==> src/rtl/neg_share_pkg.sv <==
// Shared types, default sizes and the round-robin pick used by neg_share_ctrl.
package neg_share_pkg;

   localparam int NEG_N_REQ = 4;
   localparam int NEG_WIDTH = 5;
   localparam int RR_MAX    = 8;

   typedef enum logic [1:0] {
      IDLE    = 2'd0,
      COMPUTE = 2'd1,
      RESP    = 2'd2
   } state_t;

   // Walk downward so the nearest valid index after 'last' is written last and wins.
   function automatic int rr_next(input int last, input logic [RR_MAX-1:0] valid, input int n);
      int win;
      int idx;
      win = last;
      for (int k = n; k >= 1; k--) begin
         idx = (last + k) % n;
         if (valid[idx]) win = idx;
      end
      return win;
   endfunction

endpackage

==> src/rtl/neg_datapath.sv <==
// Two's-complement negation: bitwise invert, then a half-adder ripple with carry-in 1.
module neg_datapath #(
   parameter int WIDTH = 5
) (
   input  logic [WIDTH-1:0] i_op,
   output logic [WIDTH-1:0] o_neg,
   output logic             o_carry
);

   logic [WIDTH:0]   w_c;
   logic [WIDTH-1:0] w_inv;

   assign w_c[0] = 1'b1;
   assign w_inv  = ~i_op;

   for (genvar i = 0; i < WIDTH; i++) begin : g_ha
      assign o_neg[i]   = w_inv[i] ^ w_c[i];
      assign w_c[i+1]   = w_inv[i] & w_c[i];
   end

   assign o_carry = w_c[WIDTH];

endmodule

==> src/rtl/neg_share_ctrl.sv <==
// Round-robin sharing of one negate datapath among N_REQ requesters.
// Optional NEG_OVF_FLAG_EN adds rsp_ovf, flagging the unrepresentable most-negative operand.
module neg_share_ctrl
   import neg_share_pkg::*;
#(
   parameter int N_REQ = NEG_N_REQ,
   parameter int WIDTH = NEG_WIDTH,
   parameter int ID_W  = $clog2(N_REQ)
) (
   input  logic                   clk,
   input  logic                   reset,
   input  logic [N_REQ-1:0]       req_valid,
   input  logic [N_REQ*WIDTH-1:0] req_data,
   output logic [N_REQ-1:0]       req_ready,
   output logic                   rsp_valid,
   output logic [WIDTH:0]         rsp_data,
   output logic [ID_W-1:0]        rsp_id,
   input  logic                   rsp_ready
`ifdef NEG_OVF_FLAG_EN
   ,
   output logic                   rsp_ovf
`endif
);

   // Handshakes: a transfer happens on a rising edge where valid and ready are both high.
   // req_ready is only ever raised in IDLE, and only for the round-robin winner.
   state_t           r_state;
   logic [WIDTH-1:0] r_op;
   logic [ID_W-1:0]  r_id;
   logic [ID_W-1:0]  r_last;
   logic             r_rsp_valid;
   logic [WIDTH:0]   r_rsp_data;
   logic [ID_W-1:0]  r_rsp_id;

   logic             w_any;
   logic [ID_W-1:0]  w_winner;
   logic [WIDTH-1:0] w_sel_op;
   logic [WIDTH-1:0] w_neg;
   logic             w_carry;
   logic [N_REQ-1:0] w_one;

   assign w_any    = |req_valid;
   assign w_winner = ID_W'(rr_next(int'(r_last), RR_MAX'(req_valid), N_REQ));
   assign w_sel_op = req_data[w_winner*WIDTH +: WIDTH];
   assign w_one    = {{(N_REQ-1){1'b0}}, 1'b1};

   assign req_ready = ((r_state == IDLE) && w_any) ? (w_one << w_winner) : '0;

   neg_datapath #(.WIDTH(WIDTH)) u_datapath (
      .i_op    (r_op),
      .o_neg   (w_neg),
      .o_carry (w_carry)
   );

`ifdef NEG_OVF_FLAG_EN
   logic r_ovf;
   assign rsp_ovf = r_ovf;
`endif

   always_ff @(posedge clk) begin
      if (reset) begin
         r_state     <= IDLE;
         r_op        <= '0;
         r_id        <= '0;
         r_last      <= ID_W'(N_REQ - 1);
         r_rsp_valid <= 1'b0;
         r_rsp_data  <= '0;
         r_rsp_id    <= '0;
`ifdef NEG_OVF_FLAG_EN
         r_ovf       <= 1'b0;
`endif
      end else begin
         case (r_state)
            IDLE: begin
               if (w_any) begin
                  r_op    <= w_sel_op;
                  r_id    <= w_winner;
                  r_state <= COMPUTE;
               end
            end
            COMPUTE: begin
               r_rsp_data  <= {w_carry, w_neg};
               r_rsp_id    <= r_id;
               r_rsp_valid <= 1'b1;
`ifdef NEG_OVF_FLAG_EN
               r_ovf       <= (r_op == {1'b1, {(WIDTH-1){1'b0}}});
`endif
               r_state     <= RESP;
            end
            RESP: begin
               // Returning to IDLE (not granting here) leaves a gap cycle: no bypass.
               if (rsp_ready) begin
                  r_last      <= r_id;
                  r_rsp_valid <= 1'b0;
                  r_state     <= IDLE;
               end
            end
            default: r_state <= IDLE;
         endcase
      end
   end

   assign rsp_valid = r_rsp_valid;
   assign rsp_data  = r_rsp_data;
   assign rsp_id    = r_rsp_id;

endmodule

==> config.mk <==
export PLATFORM = sky130hd
export DESIGN_NAME = neg_share_ctrl
export DESIGN_NICKNAME = d
export VERILOG_FILES = /design/src/rtl/neg_share_pkg.sv /design/src/rtl/neg_datapath.sv /design/src/rtl/neg_share_ctrl.sv
export SDC_FILE = /design/constraint.sdc
export NUM_CORES = 1
export LEC_CHECK = 0
export ABC_AREA = 1
export BUFFER_PORTS_ARGS = -buffer_cell sky130_fd_sc_hd__buf_4
export CAP_MARGIN = 30
export CORE_MARGIN = 5
export CORE_UTILIZATION = 28
export CTS_BUF_LIST = sky130_fd_sc_hd__clkbuf_8
export DETAILED_ROUTE_END_ITERATION = 16
export GPL_TIMING_DRIVEN = 0
export SKIP_LAST_GASP = 1
export SLEW_MARGIN = 20
export SYNTH_ARGS = -nofsm -noshare
export SYNTH_HDL_FRONTEND = slang
export SYNTH_SLANG_ARGS = --single-unit
==> constraint.sdc <==
create_clock -name clk -period 1.6 [get_ports clk]
set_clock_uncertainty 0.2 [all_clocks]
set_input_delay 0.16 -clock clk [delete_from_list [all_inputs] [get_ports clk]]
set_output_delay 0.16 -clock clk [all_outputs]
set_load 0.1 [all_outputs]
; ---- Word-level counts from Yosys, hierarchy flattened
; Index checks and enable logic that the tools add are counted.
[totals]
word_cells = 70
in_bits = 27
out_inout_bits = 13
register_bits = 20
[classes]
n_shift = 2
n_mux = 22
eq_ne = 4
n_reduce_logical = 12
magnitude_cmp = 4
n_addsub = 4
multipliers = 1
n_bitwise = 14
[ops]
columns = op, count
row1 = 3-bit by 5-bit < comparator with 1-bit output (second input constant), 4
row2 = 20-bit by 6-bit variable part select with 5-bit output, 1
row3 = 1-bit binary-select mux with 3-bit select, 4
row4 = 2-bit two-way mux, 6
row5 = 1-bit two-way mux, 9
row6 = 2-bit AND reduction, 4
row7 = 2-bit OR reduction, 4
row8 = 2-bit case mux with 3 select lines, 1
row9 = 2-bit by 3-bit multiplier with 5-bit output (second input constant), 1
row10 = 5-bit NOT, 1
row11 = 2-bit by 1-bit adder with 2-bit output (second input constant), 2
row12 = 2-bit adder (second input constant), 2
row13 = 1-bit AND, 4
row14 = 1-bit AND (first input constant), 4
row15 = 4-bit two-way mux, 1
row16 = 2-bit inequality test (second input constant), 2
row17 = 4-bit OR reduction, 1
row18 = 1-bit by 2-bit left shift with 4-bit output (first input constant), 1
row19 = 1-bit XOR, 4
row20 = 2-bit by 1-bit equality test with 1-bit output (second input constant), 1
row21 = 2-bit equality test (second input constant), 1
row22 = 2-bit logical NOT, 1
row23 = 1-bit case mux with 2 select lines, 1
row24 = 2-bit nonzero test, 1
row25 = other kinds (2), 2

; ---- Depth between registers and ports, before layout
; Gate-level depths: netlist (run 1).
[logic_depth]
word_depth = 12
depth_mapped = 16
ltp_nobuf = 15

; ---- Hierarchy
; Synthesis (run 1) repeated with hierarchy kept, for this count alone.
[unflattened]
cells_unflattened = 208
area_unflattened_um2 = 1300.0
[by_module_without_submodules]
columns = module, n_inst, cells_each, area_per_inst_um2, seq_area_each_um2
row1 = neg_share_ctrl, 1, 198, 1223.7, 400.4
row2 = neg_datapath, 1, 10, 76.3, 0.0

; ---- Worst setup path before layout (run 1)
; No wires, ideal clock.
[synth_timing]
kind = reg2out
from = reg r_last[0]
to = out req_ready[1]
path_stages_with_launch = 12
t_arrival_ps = 3134
path_buffers = 1
required_time_ps = 1240
slack_ps = -1894
path_cell_list = dfxtp_1 > buf_6 > inv_8 > nand2_1 > nand3_1 > nand2_1 > inv_2 > nand2_1 > nand2_1 > nand2_2 > clkinv_2 > nor3_1
[synth_between]
elab_chain_len = 12
word_cells_on_any_way = 30
classes_between = 4 x add/sub / 1 x shift / 17 x mux / 4 x bitwise / 4 x reduce/logical
[synth_lines]
columns = element, line_no
row1 = from (decl), neg_share_ctrl.sv:30  ; logic [ID_W-1:0] r_last;
row2 = from (signal assigned), neg_share_ctrl.sv:65  ; r_last <= ID_W'(N_REQ - 1);
row3 = from (signal assigned), neg_share_ctrl.sv:93  ; r_last <= r_id;
row4 = 2-bit by 1-bit adder with 2-bit output, neg_share_pkg.sv:20  ; idx = (last + k) % n;
row5 = 2-bit OR reduction (no source line), --
row6 = 1-bit AND (no source line), --
row7 = 1-bit binary-select mux with 3-bit select, neg_share_pkg.sv:21  ; if (valid[idx]) win = idx;
row8 = 1-bit two-way mux (not written as such) (2 in series), neg_share_pkg.sv:21
row9 = 2-bit two-way mux (3 in series), neg_share_pkg.sv:21
row10 = 2-bit two-way mux (*), neg_share_pkg.sv:21
row11 = 1-bit by 2-bit left shift with 4-bit output (*), neg_share_ctrl.sv:47  ; assign req_ready = ((r_state == IDLE) && w_any) ? (w_one << w_winner) : '0;
row12 = 4-bit two-way mux (*), neg_share_ctrl.sv:47
row13 = to (decl), neg_share_ctrl.sv:14  ; output logic [N_REQ-1:0] req_ready,
; Every way passes the cells marked *; elsewhere a longest branch is shown, timed or not. The select of a mux whose other input is x is not followed.

; ---- Worst setup path after layout (run 1)
[layout_timing]
from = reg r_last[0]
to = out req_ready[0]
; The elaborated chain is that of the path after synthesis.

==> results.json, run 1 <==
{
  "drt_first_pass_iters": 4,
  "r2r_cells": 18,
  "cp_common_cell": "nand2_4",
  "fill_cells": 471,
  "power.total_uw": 2100,
  "combPwrFrac_pct": 53.7,
  "cts_sinks": 20,
  "hold_violations": 0,
  "synth_top_area_cell": "dfxtp_1",
  "fp.dieW_um": 78.9,
  "avgSynthCellArea_um2": 6.55,
  "avgRoutedWirePerCell_um": 10.7,
  "drcViolationCount": 0,
  "critPathSlowestCell": "dfxtp_4",
  "crit_family": "simple AND/OR/NAND/NOR gates",
  "fin_ws_ps": -626,
  "synth_top_family_by_area": "simple AND/OR/NAND/NOR gates",
  "grt_pass1_wl_um": 5420,
  "drive_gt1_share_pct": 45.6,
  "fmax_ghz": 0.449,
  "cts_tree": "done",
  "crit_fanout": 7,
  "portBuffers": 38,
  "max_cap_violations": 0,
  "drtIter0Drc": 45,
  "synth_mux_area_share_pct": 0,
  "synth_nets": 234,
  "worst_pin_slew_ps": 486,
  "whs_path_depth": 2,
  "syn_inst": 203,
  "yosysMostFrequentCell": "inv_1",
  "crit_chain": "buf_8 > clkinv_8 > nand2_4 > nand2_4 > nand2_4 > nand2_2 > nand2_4 > nand2_4 > nand2_4 > nand2_4 > inv_6 > nand2_8 > nor2_4 > buf_12",
  "grt_max_degree": 12,
  "swShare_pct": 43.8,
  "numCtsBuffers": 3,
  "area_growth_syn_to_layout_pct": 62.4,
  "synthAdderAreaFrac_pct": 3.76,
  "cp_slowest_stage_delay_ps": 370,
  "synth_xor_area_share_pct": 0,
  "antenna_found_initial": 0,
  "slew_violations": 0,
  "synth_async_sr_flop_share_pct": 0,
  "clock_latency_ps": 250,
  "p_switching_uw": 920,
  "grt_pass1_vias": 1321,
  "clock-root-buffer": "clkbuf_8",
  "setup_viol": 11,
  "antenna-diode-count": 0,
  "synth_compound_area_share_pct": 9.97,
  "routabilityCongestion": 0.763,
  "cp-end-kind": "primary output",
  "die_h_um": 78.9,
  "period_share_pct": 139,
  "peakVddDrop_mv": 0.610,
  "violations": "negative setup slack",
  "hpwl_um": 2500,
  "vias_per_cell": 4.34,
  "overflow": 0,
  "power_density_nw_per_um2": 973,
  "clockPowerShare_pct": 17.9,
  "boundaryPins": 40,
  "ys_top_cells_by_count": "inv_1, nand2_1, nand3_1, dfxtp_1, nor2_1",
  "synth-seq-cells": 20,
  "start_kind": "register",
  "clkSlewWorstSetupHoldPaths_ps": 70,
  "hold_path.class": "primary input to register",
  "status": "complete, but fails checks",
  "synth_simple_gate_area_share_pct": 39.1,
  "rows": 25,
  "relSlewSlack_pct": 67.4,
  "synth.yosys.warnings": 0,
  "yosysSeqAreaShare_pct": 30.1,
  "synth_top_cells_by_area": "dfxtp_1, inv_1, nand3_1, nand2_1, nor2_1",
  "critPathKind": "register to primary output",
  "ant_nets": 0,
  "cp_num_buf_inv": 4,
  "whs_ps": 80.0,
  "finalWirelength_um": 3340,
  "cts_max_level": 1,
  "clockBufferDepth": 2,
  "die-area_um2": 6230,
  "yosys.cell_types.count": 21,
  "cp_data_arrival_time_ps": 1870,
  "synth_edf_count": 0,
  "ys.flop_type": "dfxtp_1",
  "synth_top_area_share_pct": 30.1,
  "power_frac_seq_pct": 28.4,
  "initial_core_util_pct": 28.5,
  "p_leak_uw": 0.00114,
  "p_int_uw": 1180,
  "path_depth": 14,
  "grt_usage_pct": 10.6,
  "period_minus_slack_ps": 2230,
  "layout.nets": 291,
  "syn-cell-area_um2": 1330,
  "vias": 1357,
  "core_area_um2": 4660,
  "grt_setup_unrepaired": "true",
  "cp_data_required_time_ps": 1240
}
-- timing repair --
action | 4_1_cts | 5_1_grt
cloned | 0 | 1
pin swaps | 10 | 24
setup buffers | 6 | 6
hold buffers | 1 | 0
setup endpoints to repair | 19 | 20
gates resized for setup | 26 | 25
endpoints found under the hold margin | 1 | 0
-- power by group through the flow --
stage / Clock (µW) / Combinational, µW / Sequential [µW]
6_report: 376 / 1130 / 597
5_1_grt: 414 / 1220 / 606
4_1_cts: 382 / 1060 / 597
3_5_place_dp: 0 / 943 / 605
3_3_place_gp: 0 / 937 / 606
2_1_floorplan: 0 / 538 / 808
-- per-layer routing --
layer  vias to the layer above  track usage [%]  part of all wire [%]  wire, µm
met5                         -                0                     0         0
met4                         0             3.95                   1.1        36
met3                         4             2.61                   4.8       161
met2                        23             17.4                    47      1560
met1                       583             13.4                    47      1580
li1                        747                -                     -         -
-- worst paths after layout --
check,end,start,slack [ps]
worst min-delay path,r_state[0],reset,80
worst min register to register,rsp_valid,rsp_valid,260
worst max register to register,r_op[0],r_last[0],-420
worst max-delay path,req_ready[0],r_last[0],-630
-- state kept, by name (all words and copies together), names as in the netlist --
name       count
r_id           2
r_last         2
r_op           5
r_state        2
rsp_data       6
rsp_id         2
rsp_valid      1
-- cells in the final DEF (no fill, tap or decap), drive strengths merged --
cell and instances:
nor3 3, clkbuf 7, clkinv 2, o211ai 3
dlygate4sd3 1, o21ai 10, a21oi 10, nand3 34
buf 53, dfxtp 20, inv 45, a31oi 1
nor2 19, nand2 47, ha 4
-- layout make-up --
class	instances	area [µm²]	area share, %
tap	54	67.6	3.13
multi-input combinational	131	910	42.1
clock buffer	4	55.1	2.55
sequential	20	407	18.8
inverter	47	204	9.44
buffer	5	48.8	2.26
timing repair buffer	52	468	21.7
-- through the flow --
step	util, %	setup TNS (ps)	cell area [µm²]	worst slack (ps)	std cells
floorplan	-	-2510	1420	-658	203
global placement	38.1	-4470	1780	-467	295
detailed placement	38.1	-4450	1780	-462	295
CTS	42.8	-3620	2000	-584	306
global route	46.3	-6130	2160	-722	313
finish	46.3	-4760	2160	-626	313
-- cells by family (layout without fill, tap and decap cells) --
kind of cell    Yosys count  after routing
simple gates            103            103
buf+inv                  52            108
compound gates           24             24
flops                    20             20
fa+ha+maj                 4              4
Note: power is estimated with default switching activity, not from simulation.
==> inputs of run 2 (changes only) <==
--- a/config.mk
+++ b/config.mk
@@ -17,4 +17,5 @@
 export SLEW_MARGIN = 20
 export SYNTH_ARGS = -nofsm -noshare
 export SYNTH_HDL_FRONTEND = slang
+export SYNTH_HIERARCHICAL = 1
 export SYNTH_SLANG_ARGS = --single-unit
==> run 2 against run 1 <==
Against the previous run:
- the flow still finishes with violations (negative setup slack)
- via count increased by 2.5%
- count of clock-buffer cells in the layout did not move
- cell count increased by 0.64%
- critical path type unchanged
- largest cell class unchanged
==> results.json, run 2 <==
{
  "status": "complete, but fails checks",
  "violations": "negative setup slack",
  "synth-seq-cells": 20,
  "clock-root-buffer": "clkbuf_8",
  "drcViolationCount": 0,
  "p_leak_uw": 0.00106,
  "grt_usage_pct": 11.2,
  "core_area_um2": 4440,
  "cp-end-kind": "primary output",
  "dp_slack_ps": -498,
  "antenna_found_initial": 0,
  "hold_violations": 0,
  "fin_ws_ps": -651,
  "synth.yosys.warnings": 6,
  "whs_ps": 78.6,
  "cts_sinks": 20,
  "routabilityCongestion": 0.752,
  "overflow": 0,
  "cp_data_required_time_ps": 1240,
  "initial_core_util_pct": 29.3,
  "crit_path_end": "req_ready[0]",
  "power.total_uw": 2100,
  "crit_fanout": 8,
  "peakVddDrop_mv": 0.557,
  "synth_top_area_cell": "dfxtp_1",
  "ys_top_cells_by_count": "nand2_1, inv_1, nor2_1, nand3_1, dfxtp_1",
  "yosysMostFrequentCell": "nand2_1",
  "drtIter0Drc": 37,
  "r2r_slack_ps": -300,
  "finalWirelength_um": 3320,
  "relSlewSlack_pct": 73.2,
  "cts_tree": "done",
  "clkSlewWorstSetupHoldPaths_ps": 70,
  "period_share_pct": 141,
  "fin_area_um2": 2010,
  "mostFrequentLayoutCell": "buf_4",
  "critPathKind": "register to primary output",
  "area_growth_syn_to_layout_pct": 55.0,
  "grt_pass1_vias": 1376,
  "layout.nets": 295,
  "antenna-diode-count": 0,
  "syn-cell-area_um2": 1300,
  "synth_async_sr_flop_share_pct": 0,
  "place_area_um2": 1700,
  "most-common-layout-cells": "buf_4, inv_1, nand2_1, nor2_1, nand3_1",
  "synth_edf_count": 0,
  "rows": 24,
  "clockBufferDepth": 2,
  "reg2reg_from": "r_last[0]",
  "fill_cells": 450,
  "avgSynthCellArea_um2": 6.25,
  "ant_nets": 0,
  "slew_violations": 0,
  "numCtsBuffers": 3,
  "fp.dieW_um": 78.1,
  "yosysSeqAreaShare_pct": 30.8,
  "seq_area_um2": 405,
  "reg2reg_to": "r_op[1]",
  "portBuffers": 38,
  "vias": 1391,
  "grt_pass1_wl_um": 5660,
  "clock_latency_ps": 260,
  "multi_input_area_um2": 798,
  "largest_register_ffs": 6,
  "avgRoutedWirePerCell_um": 10.5,
  "hold_path.class": "primary input to register",
  "synth_nets": 239,
  "synth_top_cells_by_area": "dfxtp_1, nand2_1, inv_1, nand3_1, nor2_1",
  "cp_data_arrival_time_ps": 1890,
  "ys.flop_type": "dfxtp_1",
  "setup_viol": 11,
  "hpwl_um": 2340,
  "cp-startpoint": "r_last[0]",
  "cts_max_level": 1,
  "syn_inst": 208,
  "r2r_cells": 17,
  "vias_per_cell": 4.42,
  "grt_max_degree": 12,
  "boundaryPins": 40,
  "max_cap_violations": 0,
  "synth_top_area_share_pct": 30.8,
  "grt_setup_unrepaired": "true",
  "drt_first_pass_iters": 4,
  "power_density_nw_per_um2": 1040,
  "setup_tns_ps": -4180,
  "die-area_um2": 6110,
  "worst_pin_slew_ps": 398,
  "yosys.cell_types.count": 23,
  "period_minus_slack_ps": 2250,
  "die_h_um": 78.1,
  "start_kind": "register",
  "whs_path_depth": 4,
  "fmax_ghz": 0.444,
  "drive_gt1_share_pct": 42.6
}
-- run 2: changes by cell type after synthesis, sizes merged, moves of 2 or more --
cell    before  now
a21oi       10    4
nand2       47   50
buf          3    7
nor3         3    1
clkinv       3    1
nand3       34   28
nand3b       0    2
nor2        19   33
inv         44   42
-- run 2: area by class of cell --
type	count	area share (%)
multi-input combinational	137	39.6
sequential	20	20.1
inverter	43	8.70
tap	52	3.23
buffer	6	2.86
clock buffer	4	2.73
timing repair buffer	53	22.7
-- run 2: cells by family after synthesis --
logic type / count (synthesis) / synth area share [%]
compound gates: 17 / 7.22
flops: 20 / 30.8
buf+inv: 51 / 18.2
simple gates: 116 / 39.9
fa+ha+maj: 4 / 3.85
-- run 2: worst min-delay path by stage --
stage	slack, ps	to	startpoint
after floorplan	140	r_state[1]	reset
after global placement	160	rsp_valid	reset
after detailed placement	160	r_state[1]	reset
after CTS	80	r_op[3]	req_data[13]
after global routing	80	r_op[3]	req_data[13]
final	80	r_op[3]	req_data[13]
-- run 2: report_power, final --
part / switching (µW) / total (µW) / internal [µW]
registers: 38.2 / 606 / 568
logic: 711 / 1110 / 395
clock network: 167 / 386 / 219
total: 915 / 2100 / 1180
-- run 2: what timing repair did --
item | 4_1_cts | 5_1_grt
cloned | 0 | 1
setup buffers | 15 | 2
pin swaps | 12 | 6
endpoints found under the hold margin | 7 | 0
gates resized for setup | 28 | 16
endpoints found under the setup margin | 21 | 23
hold buffers | 2 | 0
-- run 2: layer usage --
layer | up-vias | track usage (%) | share of wire, %
met1 | 623 | 12.7 | 45
met5 | - | 0 | 0
met2 | 23 | 21.1 | 50
met4 | 0 | 1.57 | 0.57
li1 | 743 | - | -
met3 | 2 | 3.09 | 4.2
-- run 2: critical path, stage by stage, from the launching register on --
cell and delay [ps]:
dfxtp_2 320, buf_8 130, inv_8 70, nand2_2 50
nand2_2 80, nand2_1 60, nand2_2 70, nand2_2 60
nand2_2 60, nand2_2 50, nand2_2 70, buf_6 110
inv_4 40, nor2_4 90, inv_2 70, nor2_4 100
buf_12 180
-- run 2: per-stage QoR --
step	std cells	util (%)
floorplan	208	-
global placement	298	38.3
detailed placement	298	38.3
CTS	319	44.5
global route	315	45.3
finish	315	45.3
